[src/rtl/serial_subtractor_pkg.sv]
// serial_subtractor_pkg: shared state encoding and sizing helpers for the serial subtractor.
// Revision: 1.0
`default_nettype none

package serial_subtractor_pkg;

  typedef enum logic [1:0] {
    IDLE = 2'd0,
    BUSY = 2'd1,
    DONE = 2'd2
  } state_t;

  function automatic int num_digits(input int width, input int digit);
    return (digit > 0) ? (width / digit) : 1;
  endfunction

  // One extra bit so the terminal count is representable without wrapping.
  function automatic int cnt_width(input int width, input int digit);
    return $clog2(num_digits(width, digit)) + 1;
  endfunction

endpackage

`default_nettype wire

[src/rtl/serial_subtractor_digit_sub.sv]
// serial_subtractor_digit_sub: DIGIT-wide combinational borrow subtract cell.
// Revision: 1.0
`default_nettype none

module serial_subtractor_digit_sub #(
  parameter int DIGIT = 4
) (
  input  logic [DIGIT-1:0] a,
  input  logic [DIGIT-1:0] b,
  input  logic             bin,
  output logic [DIGIT-1:0] d,
  output logic             bout
);

  logic [DIGIT:0] diff;

  // The extra top bit of the widened difference is exactly the borrow-out.
  assign diff = {1'b0, a} - {1'b0, b} - {{DIGIT{1'b0}}, bin};
  assign d    = diff[DIGIT-1:0];
  assign bout = diff[DIGIT];

endmodule

`default_nettype wire

[src/rtl/serial_subtractor.sv]
// serial_subtractor: digit-serial lhs - rhs - bin with valid/ready operand and result handshakes.
// Revision: 1.0
`default_nettype none

module serial_subtractor
  import serial_subtractor_pkg::*;
#(
  parameter int WIDTH = 16,
  parameter int DIGIT = 4
) (
  input  logic             clk,
  input  logic             reset,
  input  logic             io_in_valid,
  output logic             io_in_ready,
  input  logic             io_bin,
  input  logic [WIDTH-1:0] io_lhs,
  input  logic [WIDTH-1:0] io_rhs,
  output logic             io_out_valid,
  input  logic             io_out_ready,
  output logic [WIDTH-1:0] io_out,
  output logic             io_bout
);

  localparam int NUM_DIGITS = num_digits(WIDTH, DIGIT);
  localparam int CNT_W      = cnt_width(WIDTH, DIGIT);

  if ((DIGIT < 1) || (DIGIT > WIDTH) || ((WIDTH % DIGIT) != 0)) begin : g_param_check
    $error("serial_subtractor: WIDTH must be a positive multiple of DIGIT");
  end

  state_t             state;
  state_t             state_next;
  logic               in_ready_q;
  logic               out_valid_q;
  logic [WIDTH-1:0]   lhs_sh;
  logic [WIDTH-1:0]   rhs_sh;
  logic [WIDTH-1:0]   res_sh;
  logic [WIDTH-1:0]   res_next;
  logic [WIDTH-1:0]   out_q;
  logic               bout_q;
  logic               borrow;
  logic [CNT_W-1:0]   cnt;
  logic [DIGIT-1:0]   digit_d;
  logic               digit_b;
  logic               accept;
  logic               handoff;
  logic               last_digit;

  assign accept     = io_in_valid && in_ready_q;
  assign handoff    = out_valid_q && io_out_ready;
  assign last_digit = (cnt == CNT_W'(NUM_DIGITS - 1));

  serial_subtractor_digit_sub #(
    .DIGIT (DIGIT)
  ) u_digit_sub (
    .a    (lhs_sh[DIGIT-1:0]),
    .b    (rhs_sh[DIGIT-1:0]),
    .bin  (borrow),
    .d    (digit_d),
    .bout (digit_b)
  );

  // New digits enter at the MSB end so the LSB digit lands at bit 0 after the last step.
  if (DIGIT == WIDTH) begin : g_full_digit
    assign res_next = digit_d;
  end else begin : g_shift_digit
    assign res_next = {digit_d, res_sh[WIDTH-1:DIGIT]};
  end

  always_ff @(posedge clk or negedge reset) begin
    if (!reset) begin
      state <= IDLE;
    end else begin
      state <= state_next;
    end
  end

  always_comb begin
    state_next = state;
    case (state)
      IDLE:    if (accept)     state_next = BUSY;
      BUSY:    if (last_digit) state_next = DONE;
      DONE:    if (handoff)    state_next = IDLE;
      default:                 state_next = IDLE;
    endcase
  end

  // Handshake flags are registered from the next state so they stay low during reset
  // and in_ready only rises on the first edge after release.
  always_ff @(posedge clk or negedge reset) begin
    if (!reset) begin
      in_ready_q  <= 1'b0;
      out_valid_q <= 1'b0;
      lhs_sh      <= '0;
      rhs_sh      <= '0;
      res_sh      <= '0;
      out_q       <= '0;
      bout_q      <= 1'b0;
      borrow      <= 1'b0;
      cnt         <= '0;
    end else begin
      in_ready_q  <= (state_next == IDLE);
      out_valid_q <= (state_next == DONE);
      case (state)
        IDLE: begin
          if (accept) begin
            lhs_sh <= io_lhs;
            rhs_sh <= io_rhs;
            borrow <= io_bin;
            res_sh <= '0;
            cnt    <= '0;
          end
        end
        BUSY: begin
          borrow <= digit_b;
          res_sh <= res_next;
          lhs_sh <= lhs_sh >> DIGIT;
          rhs_sh <= rhs_sh >> DIGIT;
          cnt    <= cnt + CNT_W'(1);
          if (last_digit) begin
            out_q  <= res_next;
            bout_q <= digit_b;
          end
        end
        default: begin
        end
      endcase
    end
  end

  assign io_in_ready  = in_ready_q;
  assign io_out_valid = out_valid_q;
  assign io_out       = out_q;
  assign io_bout      = bout_q;

endmodule

`default_nettype wire

[config.mk]
export PLATFORM = sky130hd
export DESIGN_NAME = serial_subtractor
export DESIGN_NICKNAME = d
export VERILOG_FILES = /design/src/rtl/serial_subtractor_pkg.sv /design/src/rtl/serial_subtractor_digit_sub.sv /design/src/rtl/serial_subtractor.sv
export SDC_FILE = /design/constraint.sdc
export NUM_CORES = 1
export LEC_CHECK = 0
export CAP_MARGIN = 20
export CORE_UTILIZATION = 40
export CTS_CLUSTER_DIAMETER = 30
export DETAILED_ROUTE_END_ITERATION = 16
export SLEW_MARGIN = 20
export SYNTH_ARGS = -nofsm -noshare
export SYNTH_HDL_FRONTEND = slang
export SYNTH_HIERARCHICAL = 1
export SYNTH_SLANG_ARGS = --single-unit
export TNS_END_PERCENT = 10
[constraint.sdc]
create_clock -name clk -period 5.4 [get_ports clk]
set_input_delay 0.81 -clock clk [delete_from_list [all_inputs] [get_ports clk]]
set_output_delay 0.81 -clock clk [all_outputs]
set_load 0.05 [all_outputs]
Word level (Yosys, flattened, before mapping)

Cells that the tools add are included.
W data, S select, Z words.

Logic and storage cells: 39
Input bits: 37
Bits in registers: 73
Output and inout bits: 19

Reduce and logical (&&, ||, !) cells: 7
$add $sub $neg: 3
Equality and inequality tests: 5
Multiplexer cells: 14

Operators by type and width:

| operator              | count |
|---|---|
| $pmux W16 S2          | 3 |
| $mux W16              | 3 |
| $mux W2               | 3 |
| $pmux W2 S3           | 1 |
| $pmux W3 S2           | 1 |
| $sub A4 B4 Y5         | 1 |
| $sub A5 B1 Y5         | 1 |
| $eq A2 B2 Y1 const B  | 2 |
| $logic_not A2 Y1      | 2 |
| $reduce_and A2 Y1     | 2 |
| $add A3 B1 Y3 const B | 1 |
| $eq A3 B2 Y1 const B  | 1 |
| $mux W3               | 1 |
| $eq A2 B1 Y1 const B  | 1 |
| $logic_and A1 B1 Y1   | 2 |
| $ne A2 B2 Y1 const B  | 1 |
| $pmux W1 S2           | 1 |
| $reduce_bool A2 Y1    | 1 |
| $mux W1               | 1 |

Longest topological paths before layout

Gate-level depths: netlist of run 1.

Depth after elaboration: 4
Depth in mapped cells: 8
Mapped depth without buffers: 8

Cells and area by module

Netlist of run 1, hierarchy kept.

By module, submodules not included:

| module                      | times used | cells each | seq. area each (µm²) | area an instance (µm²) |
|---|---|---|---|---|
| serial_subtractor           | 1          | 239        | 1726.7               | 2874.0 |
| serial_subtractor_digit_sub | 1          | 24         | 0.0                  | 207.7 |

Worst setup path after synthesis of run 1

No wires, ideal clock.

Path type: flip-flop to flip-flop
Start point: reg lhs_sh[0]
End point: reg bout_q (netlist: io_bout)
Path slack: 3.413 ns
Data required time: 5.275 ns
Library setup time: 0.125 ns
Cell stages (with the launch flop): 7
Clock period less this slack: 1.987 ns
Arrival: 1.862 ns
Buffers on the path: 0
Cells stage by stage: dfrtp_1 > fa_1 > fa_1 > nand2b_1 > a21oi_2 > xor2_1 > mux2_2

Cells in the longest elaborated chain, start to end: 2

Ends and longest elaborated chain:

| item                   | line                              | text |
|---|---|---|
| start, declared        | serial_subtractor.sv:35           | `logic [WIDTH-1:0] lhs_sh;` |
| start signal, assigned | serial_subtractor.sv:107          | `lhs_sh <= io_lhs;` |
| start signal, assigned | serial_subtractor.sv:117          | `lhs_sh <= lhs_sh >> DIGIT;` |
| $sub A4 B4 Y5          | serial_subtractor_digit_sub.sv:18 | `assign diff = {1'b0, a} - {1'b0, b} - {{DIGIT{1'b0}}, bin};` |
| $sub A5 B1 Y5          | serial_subtractor_digit_sub.sv:18 |  |
| via digit_b            | serial_subtractor.sv:44           | `logic digit_b;` |
| end signal, assigned   | serial_subtractor.sv:122          | `bout_q <= digit_b;` |
| end, declared          | serial_subtractor.sv:40           | `logic bout_q;` |

The timed path passes the listed nets, and every way through them passes these cells.
A chain may end at the register's enable or synchronous reset.

Worst setup path in the final report of run 1

Start point: in io_in_valid
End point: reg cnt[0]

Cells in the longest elaborated chain, start to end: 3

Ends and longest elaborated chain:

| item                        | line                     | text |
|---|---|---|
| start, declared             | serial_subtractor.sv:13  | `input logic io_in_valid,` |
| $logic_and A1 B1 Y1         | serial_subtractor.sv:49  | `assign accept = io_in_valid && in_ready_q;` |
| $ne A2 B2 Y1 (no line)      | --                       |  |
| $reduce_and A2 Y1 (no line) | --                       |  |
| end signal, assigned        | serial_subtractor.sv:119 | `cnt <= cnt + CNT_W'(1);` |
| end, declared               | serial_subtractor.sv:42  | `logic [CNT_W-1:0] cnt;` |

Every way passes these cells.

==> key figures, run 1 <==
Run status
  • Status: finished, final reports clean

Pwr
  • Leakage: around 1.7 nW
  • Switching share of total power: 0.412
  • Seq pwr share: 0.331
  • Net Switching: 0.00122 W
  • Worst VDD drop: roughly 400 uV
  • PD cells: approximately 750 mW/mm^2
  • Clock power share: 0.190
  • Gate power share: 0.478
  • Int Pwr: approximately 0.0017 W
  • Pwr Total: between 0.002 and 0.003 W

Global route
  • Largest net degree at the start of global routing: 70
  • GRT Util Overall: 0.185
  • Vias in the first global route: around 2,300
  • Grt ovf: 0
  • Initial antenna violation count: 0
  • First-pass GRT wire length: 11.6 mm

CTS
  • Total CTS buffers: 9
  • Root buffer cell: clkbuf_8
  • Clock buffer depth: 2
  • Postcts setup bufs: 0
  • TritonCTS sink count: 69
  • H-tree lvl count: 3
  • TritonCTS clock tree: built
  • Resize count post-CTS: 0
  • Skew-Pair Late Insertion Delay: between 0.3 and 0.4 ns
  • Clock transition at path regs: roughly 0.070 ns
  • Cts hold-fix bufs: 0

Floorplanning
  • Die Height: about 90 microns
  • Die Area: ~0.008 sq mm
  • Core ar.: 0.00733 sq mm
  • Rows: 31
  • Die X: around 90 microns
  • Initial Utilization: 0.420
  • I/O pin count: 56

Place
  • Port buffer count: 55
  • Cell Area, Placed: ~0.0037 sq mm
  • Post-DP HPWL: 4.32 mm
  • GP Congestion: 0.729

Drt
  • Via-to-Cell Ratio: between 5 and 6
  • Detail Route Antenna Nets: 0
  • Via count: approximately 2,300
  • DR DRC count: 0
  • Pre-antenna DRT Iters: 4
  • Drt initial violations: 159
  • Wire length per cell: approximately 16 microns
  • Final wirelength: 6.71 mm

Logic synthesis
  • Syn avg cell area: approximately 12 sq um
  • Post-Synthesis Cells: 263
  • Synth warnings: 6
  • Post-synthesis register bit count: a little under 70
  • Sequential share of the synthesized area: 0.560
  • Mapped Area: 0.00308 sq mm
  • Post-Syn Nets: just over 300
  • Post-synth cell types: 29

Critical path
  • Crit path required time: 5.63 ns
  • Max stage delay on crit path: around 0.79 ns
  • Critical Path Source Type: primary input
  • CP Max Fanout: 26
  • CP max stage cell: and2_1
  • CP Data Arrival Time: about 2.9 ns
  • FF-to-FF path depth: 3
  • CP Class: primary input to flip-flop
  • Endpoint class of the critical path: flip-flop
  • Critical-path cell list: clkdlybuf4s50_1, and2_1, o21ai_2, mux2_2

STA
  • Relative slew slack: 0.305
  • Period Utilization, post-route: 0.490
  • Final Max Tran Viols: 0
  • Setup TNS: 0 ns
  • RSZ-0062 raised after global routing: false
  • Final setup viols: 0
  • Hold Violations, Final: 0
  • Highest clock rate: ~380 MHz
  • Skew final: 0.00791 ns
  • Final min period: 2.65 ns
  • Slew @ Worst Pin: just over 1 ns

Cells and area
  • Share of cells above drive strength 1: 0.130
  • Nets: approximately 360
  • Post-route cell area: slightly below 0.004 sq mm
  • Layout area overhead: 28.0%
  • # fillers: ~660
  • Antenna diodes: 0

Job
  • Max-Cap Viols: 0

Hold path
  • Worst Hold Depth: 1
  • Hold crit path type: flip-flop to flip-flop
==> cell usage in the layout (no fill, tap or decap), types with 2 or more instances in the layout <==
cell and count:
a22oi_1 8, o22ai_1 50, xor2_1 4, a21oi_1 25, clkinv_1 2, mux2_2 11
fa_1 2, ha_1 8, nand2_1 11, nand2b_1 2, bufinv_16 4, inv_1 9
o21ai_0 11, nand3b_1 2, clkbuf_8 10, clkdlybuf4s50_1 54, mux2_4 8, a22o_1 13
dfrtp_1 69
==> worst max-delay path, delay by kind of cell <==
family	cells	cell delay, ns
and+or+nand+nor	1	0.79
buffers and inverters	1	0.52
muxes	1	0.37
AOI/OAI and AO/OA	1	0.39
==> state kept, by name, indices dropped and copies added (netlist names) <==
| name | flops |
|---|---|
| io_out | 16 |
| lhs_sh | 16 |
| rhs_sh | 16 |
| res_sh | 12 |
| cnt | 3 |
| state | 2 |
| borrow | 1 |
| io_bout | 1 |
| io_in_ready | 1 |
| io_out_valid | 1 |
==> power groups by stage <==
stage          logic (W)  clock network [W]  registers, W
4_1_cts          0.00143           0.000577      0.000980
3_5_place_dp     0.00143                  0      0.000990
2_1_floorplan   0.000903                  0       0.00114
6_report         0.00142           0.000565      0.000982
3_3_place_gp     0.00139                  0      0.000986
5_1_grt          0.00157           0.000601       0.00102
==> kinds of logic after synthesis <==
family                     after synthesis  synth area share
muxes                                   19            0.0792
AOI/OAI and AO/OA                      111             0.227
adders and majority gates               10            0.0455
DFF                                     69             0.560
buffers and inverters                   30            0.0422
and+or+nand+nor                         20            0.0341
xor gates and xnor gates                 4            0.0114
==> cell usage after synthesis (all sizes together) <==
master | number | area share
a22oi | 8 | 0.019
o21a | 1 | 0.0024
and2 | 1 | 0.0020
ha | 8 | 0.032
nor2b | 1 | 0.0020
o22ai | 50 | 0.10
xor2 | 4 | 0.011
inv | 9 | 0.011
o2bb2ai | 1 | 0.0028
a22o | 13 | 0.037
nor2 | 1 | 0.0012
clkinv | 2 | 0.0024
o21ai | 12 | 0.021
nand3b | 2 | 0.0049
clkbuf | 12 | 0.015
nand2b | 2 | 0.0041
a21oi | 26 | 0.043
mux2 | 19 | 0.079
buf | 7 | 0.014
and3b | 1 | 0.0028
fa | 2 | 0.013
nand2 | 12 | 0.017
dfrtp | 69 | 0.56
==> final cells by class <==
class	instances	area [sq um]	share of cell area
clock buffers	10	138	0.0349
flip-flops and latches	69	1730	0.438
well taps	99	124	0.0314
multi-input cells	164	1230	0.311
inverters	11	41.3	0.0105
repair buffers	56	553	0.140
clock inverters	6	134	0.0339
==> final timing paths <==
path	from	endpoint	slack, ns
max	io_in_valid	cnt[0]	2.75
min	cnt[2]	cnt[2]	0.50
max reg2reg	state[1]	cnt[0]	3.09
min reg2reg	cnt[2]	cnt[2]	0.50
max in group asynchronous	reset	rhs_sh[3]	4.19
min in group asynchronous	reset	lhs_sh[14]	0.63
==> routing by layer <==
| metal | share of wire | wire (microns) | track usage |
|---|---|---|---|
| met3 | 0.051 | 341 | 0.0431 |
| met2 | 0.46 | 3110 | 0.256 |
| met5 | 0 | 0 | 0 |
| met1 | 0.47 | 3130 | 0.269 |
| met4 | 0.019 | 125 | 0.0943 |
==> per-stage QoR <==
stage,setup WS (ns),std cells,hold WS (ns),util
3_3_place_gp,2.37,399,0.473,0.501
2_1_floorplan,3.41,263,0.456,-
5_1_grt,2.61,415,0.526,0.538
4_1_cts,2.76,415,0.499,0.538
6_report,2.75,415,0.498,0.538
3_5_place_dp,2.39,399,0.482,0.501
Note: power is estimated with default switching activity, not from simulation.
==> run 2, diff against run 1 <==
clock period = 2.7 ns   (was 5.4 ns; I/O delays follow)
==> key figures, run 2 (synthesis gave the netlist of run 1 again) <==
Pwr
  • Leakage: 1.72 nW
  • Switching share of total power: 0.424
  • Net Switching: approximately 0.0024 W
  • Clock power share: 0.145
  • Gate power share: 0.520
  • Int Pwr: ~0.0033 W
  • Seq pwr share: 0.335
  • Worst VDD drop: ~550 uV
  • PD cells: ~1400 mW/mm^2

Global route
  • Largest net degree at the start of global routing: 70
  • Grt ovf: 0
  • Initial antenna violation count: 0
  • First-pass GRT wire length: approximately 12 mm
  • GRT Util Overall: 0.185
  • Vias in the first global route: 2,344

STA
  • Hold Violations, Final: 0
  • Final min period: about 2.1 ns
  • Setup TNS: 0 ns
  • Highest clock rate: between 400 and 500 MHz
  • Relative slew slack: 0.573
  • Skew final: approximately 0.008 ns
  • Final setup viols: 0
  • Final hold slack: around 0.069 ns
  • Slew @ Worst Pin: 0.637 ns
  • Period Utilization, post-route: 0.791
  • RSZ-0062 raised after global routing: false
  • Final Max Tran Viols: 0

Place
  • Post-DP HPWL: approximately 4.3 mm
  • Port buffer count: between 50 and 60
  • GP Congestion: roughly 0.76
  • Placed insts: about 410

Cells and area
  • Non-Filler Instances: 423
  • # fillers: roughly 650
  • Most frequent cells in the layout: 69 x dfrtp_1, 54 x clkdlybuf4s50_1, 50 x o22ai_1, 25 x a21oi_1, 13 x a22o_1
  • Share of cells above drive strength 1: 0.145
  • Layout area overhead: 27.8%
  • Nets: 366
  • FF/Latch Area: 0.00173 sq mm
  • Most common cell after layout, fill and taps aside: dfrtp_1
  • Antenna diodes: 0
  • Multi-input logic area: ~0.0012 sq mm

Critical path
  • R2R setup slack: 0.56 ns
  • Critical Path Source Type: flip-flop
  • CP Max Fanout: 3
  • Crit path required time: between 2 and 3 ns
  • Worst r2r src: lhs_sh[0]
  • CP Class: flip-flop to flip-flop
  • CP Data Arrival Time: 2.40 ns
  • Crit path from: lhs_sh[0]
  • FF-to-FF path depth: 7
  • Endpoint class of the critical path: flip-flop
  • Reg-to-reg endpoint: borrow

Drt
  • Pre-antenna DRT Iters: 4
  • Detail Route Antenna Nets: 0
  • Via count: approximately 2,300
  • DR DRC count: 0
  • Drt initial violations: 199
  • Final wirelength: roughly 6.8 mm
  • Via-to-Cell Ratio: about 5.4
  • Wire length per cell: ~16 microns

CTS
  • Postcts setup bufs: 0
  • Resize count post-CTS: 0
  • Skew-Pair Late Insertion Delay: ~0.34 ns
  • H-tree lvl count: 3
  • Clock buffer depth: 2
  • Root buffer cell: clkbuf_8
  • Cts hold-fix bufs: 0
  • TritonCTS sink count: 69
  • Clock transition at path regs: 0.07 ns
  • TritonCTS clock tree: built
  • Total CTS buffers: 9

Floorplanning
  • Die Height: ~90 microns
  • Die X: 89.8 microns
  • Die Area: between 0.008 and 0.009 sq mm
  • Core ar.: roughly 0.0073 sq mm
  • Initial Utilization: 0.420
  • Rows: 31
  • I/O pin count: between 50 and 60

Hold path
  • Hold crit path type: primary input to async pin

Job
  • Max-Cap Viols: 0

Run status
  • Status: finished, final reports clean
run 2: worst max-delay path by stage:
stage / end / slack [ns]
6_report: borrow / 0.56
5_1_grt: borrow / 0.41
4_1_cts: borrow / 0.54
3_5_place_dp: borrow / 0.56
3_3_place_gp: borrow / 0.63
2_1_floorplan: io_bout / 0.71
run 2: cell type report:
cell class | count | share of cell area
Inverter | 11 | 0.0105
Tap cell | 99 | 0.0315
Timing Repair Buffer | 64 | 0.159
Sequential cell | 69 | 0.439
Clock buffer | 12 | 0.0369
Clock inverter | 4 | 0.0121
Multi-Input combinational cell | 164 | 0.312
run 2: power groups by stage:
| stage | combinational (W) | clock, W | sequential (W) |
|---|---|---|---|
| floorplan | 0.00181 | 0 | 0.00227 |
| global placement | 0.00292 | 0 | 0.00192 |
| detailed placement | 0.00296 | 0 | 0.00193 |
| CTS | 0.00298 | 0.000849 | 0.00191 |
| global route | 0.00327 | 0.000892 | 0.00198 |
| finish | 0.00296 | 0.000825 | 0.00191 |
run 2: through the flow:
step	setup slack, ns	total power, W	util	area, sq um
floorplan	0.713	0.00408	-	3080
global placement	0.632	0.00484	0.510	3740
detailed placement	0.561	0.00489	0.510	3740
CTS	0.544	0.00574	0.537	3940
global route	0.410	0.00614	0.537	3940
finish	0.563	0.00570	0.537	3940
run 2: worst max-delay path, cell delays in order (launching register included):
cell	delay [ns]
dfrtp_1	0.41
fa_1	0.47
fa_1	0.40
nand2b_1	0.18
a21oi_2	0.15
xor2_1	0.21
o22ai_1	0.09
a21oi_1	0.14
run 2: per-layer routing:
layer / routed length (microns) / share of wire / GRT usage / vias up
li1: - / - / - / 1100
met1: 3290 / 0.48 / 0.258 / 1144
met2: 3220 / 0.47 / 0.280 / 38
met3: 163 / 0.024 / 0.0305 / 11
met4: 136 / 0.020 / 0.0929 / 0
met5: 0 / 0 / 0 / -
==> run 3, diff against run 2 <==
clock period = 2 ns   (was 2.7 ns; I/O delays follow)
==> key figures, run 3 (synthesis gave the netlist of run 1 again) <==
Run status
  • Status: finished, final reports clean

Critical path
  • Critical Path Source Type: flip-flop
  • CP Data Arrival Time: 2.16 ns
  • CP max stage cell: fa_2
  • R2R setup slack: around 0.077 ns
  • Endpoint class of the critical path: flip-flop
  • Critical-path cell list: inv_2, fa_2, inv_2, ha_2, o21ai_1, nand3b_1, xor2_1, mux2_4
  • FF-to-FF path depth: 8
  • Crit path from: borrow
  • CP Class: flip-flop to flip-flop
  • CP Max Fanout: 2
  • Most used cell, CP: inv_2
  • Reg-to-reg endpoint: io_out[15]
  • Worst r2r src: borrow
  • Crit path capture: io_out[15]
  • Crit path required time: between 2 and 2.5 ns
  • Max stage delay on crit path: 0.58 ns

CTS
  • Skew-Pair Late Insertion Delay: 0.35 ns
  • Total CTS buffers: 9
  • Clock transition at path regs: around 0.08 ns
  • TritonCTS clock tree: built
  • Clock buffer depth: 2
  • Root buffer cell: clkbuf_8
  • H-tree lvl count: 3
  • TritonCTS sink count: 69
  • Postcts setup bufs: 0

Pwr
  • Worst VDD drop: 706 uV
  • Pwr Total: about 0.008 W
  • PD cells: about 2000 mW/mm^2
  • Leakage: 1.74 nW

Cells and area
  • Most frequent cells in the layout: 69 x dfrtp_1, 54 x clkdlybuf4s50_1, 50 x o22ai_1, 25 x a21oi_1, 13 x a22o_1
  • Core Util, Final: 0.546
  • Share of cells above drive strength 1: 0.173
  • # fillers: between 600 and 700
  • Most common cell after layout, fill and taps aside: dfrtp_1
  • Nets: approximately 370
  • Post-route cell area: roughly 0.0040 sq mm
  • Layout area overhead: 29.9%
  • Antenna diodes: 0
  • Non-Filler Instances: between 400 and 500

Global route
  • First-pass GRT wire length: around 12 mm
  • Vias in the first global route: ~2,300
  • Grt ovf: 0
  • Largest net degree at the start of global routing: 70
  • GRT Util Overall: 0.189
  • Initial antenna violation count: 0

Drt
  • Drt initial violations: roughly 100
  • Final wirelength: 6.93 mm
  • DR DRC count: 0
  • Wire length per cell: about 16 microns
  • Via-to-Cell Ratio: 5.39
  • Via count: roughly 2,300
  • Detail Route Antenna Nets: 0
  • Pre-antenna DRT Iters: 4

Floorplanning
  • Die Height: around 90 microns
  • Core ar.: about 0.0073 sq mm
  • Die X: 89.8 microns
  • Initial Utilization: 0.420
  • Rows: 31
  • I/O pin count: 56
  • Die Area: 0.00806 sq mm

STA
  • Highest clock rate: ~520 MHz
  • Period Utilization, post-route: 0.962
  • Final min period: approximately 1.9 ns
  • Skew final: 0.0110 ns
  • RSZ-0062 raised after global routing: false
  • Relative slew slack: 0.655
  • Final setup viols: 0
  • Hold Violations, Final: 0
  • Final Max Tran Viols: 0
  • Slew @ Worst Pin: just over 0.5 ns

Place
  • Port buffer count: 55
  • Cell Area, Placed: between 0.003 and 0.004 sq mm
  • GP Congestion: around 0.73
  • Placed insts: just over 400
  • Post-DP HPWL: about 4.4 mm

Job
  • Max-Cap Viols: 0

Hold path
  • Hold crit path type: primary input to async pin
==> run 3: cell types whose count changed in the layout (fill, tap and decap cells not counted), sizes merged <==
cell / previous run / this run
buf: 10 / 14
clkbuf: 12 / 11
clkinvlp: 1 / 2
dlygate4sd3: 0 / 1
==> run 3: critical path: cells and delay by family, from the launching register on <==
kind | cells | cell delay, ns
multiplexers | 1 | 0.27
buffers and inverters | 2 | 0.09
flip-flops | 1 | 0.36
XOR/XNOR | 1 | 0.16
AO/OA/AOI/OAI | 1 | 0.11
adder cells (fa/ha/maj) | 2 | 0.73
AND/OR/NAND/NOR | 1 | 0.10
==> run 3: layout make-up <==
class	instances	area (sq um)	area share
tap	99	124	0.0309
clock inverter	5	58.8	0.0147
clock buffer	11	151	0.0378
inverter	11	41.3	0.0103
sequential	69	1730	0.431
timing repair buffer	69	666	0.166
multi-input combinational	164	1240	0.309
==> run 3: routing by layer <==
| layer | global-route usage | part of all wire | up-vias |
|---|---|---|---|
| li1 | - | - | 1119 |
| met1 | 0.263 | 0.47 | 1127 |
| met2 | 0.288 | 0.48 | 51 |
| met3 | 0.0296 | 0.038 | 11 |
| met4 | 0.0984 | 0.020 | 0 |
| met5 | 0 | 0 | - |
==> run 3: where the power goes <==
part / internal [W] / switching [W] / leakage, nW
clock network: 0.000643 / 0.000541 / 0.102
registers: 0.00208 / 0.000558 / 0.854
logic: 0.00185 / 0.00221 / 0.790
total: 0.00457 / 0.00331 / 1.74
==> run 3: how the worst min path moves through the flow <==
stage	start	endpoint	slack, ns
after detailed placement	reset	rhs_sh[15]	0.35
after global placement	reset	rhs_sh[15]	0.35
after global routing	io_out[0]	io_out[0]	0.53
after floorplan	reset	borrow	0.004
final	reset	rhs_sh[15]	0.50
after CTS	cnt[2]	cnt[2]	0.50
==> run 3: repair_timing <==
item,in CTS,in global routing
hold endpoints to repair,69,0
hold buffers,1,0
pin swaps,1,3
endpoints found under the setup margin,2,4
resized for setup,1,6
==> run 3: through the flow <==
stage / setup WS [ns] / hold WS, ns / TNS (ns)
after CTS: 0.00665 / 0.500 / 0
after global routing: 0.00425 / 0.525 / 0
after global placement: -0.00168 / 0.353 / -0.00168
after floorplan: 0.0129 / 0.00441 / 0
final: 0.0768 / 0.497 / 0
after detailed placement: -0.0321 / 0.355 / -0.0552
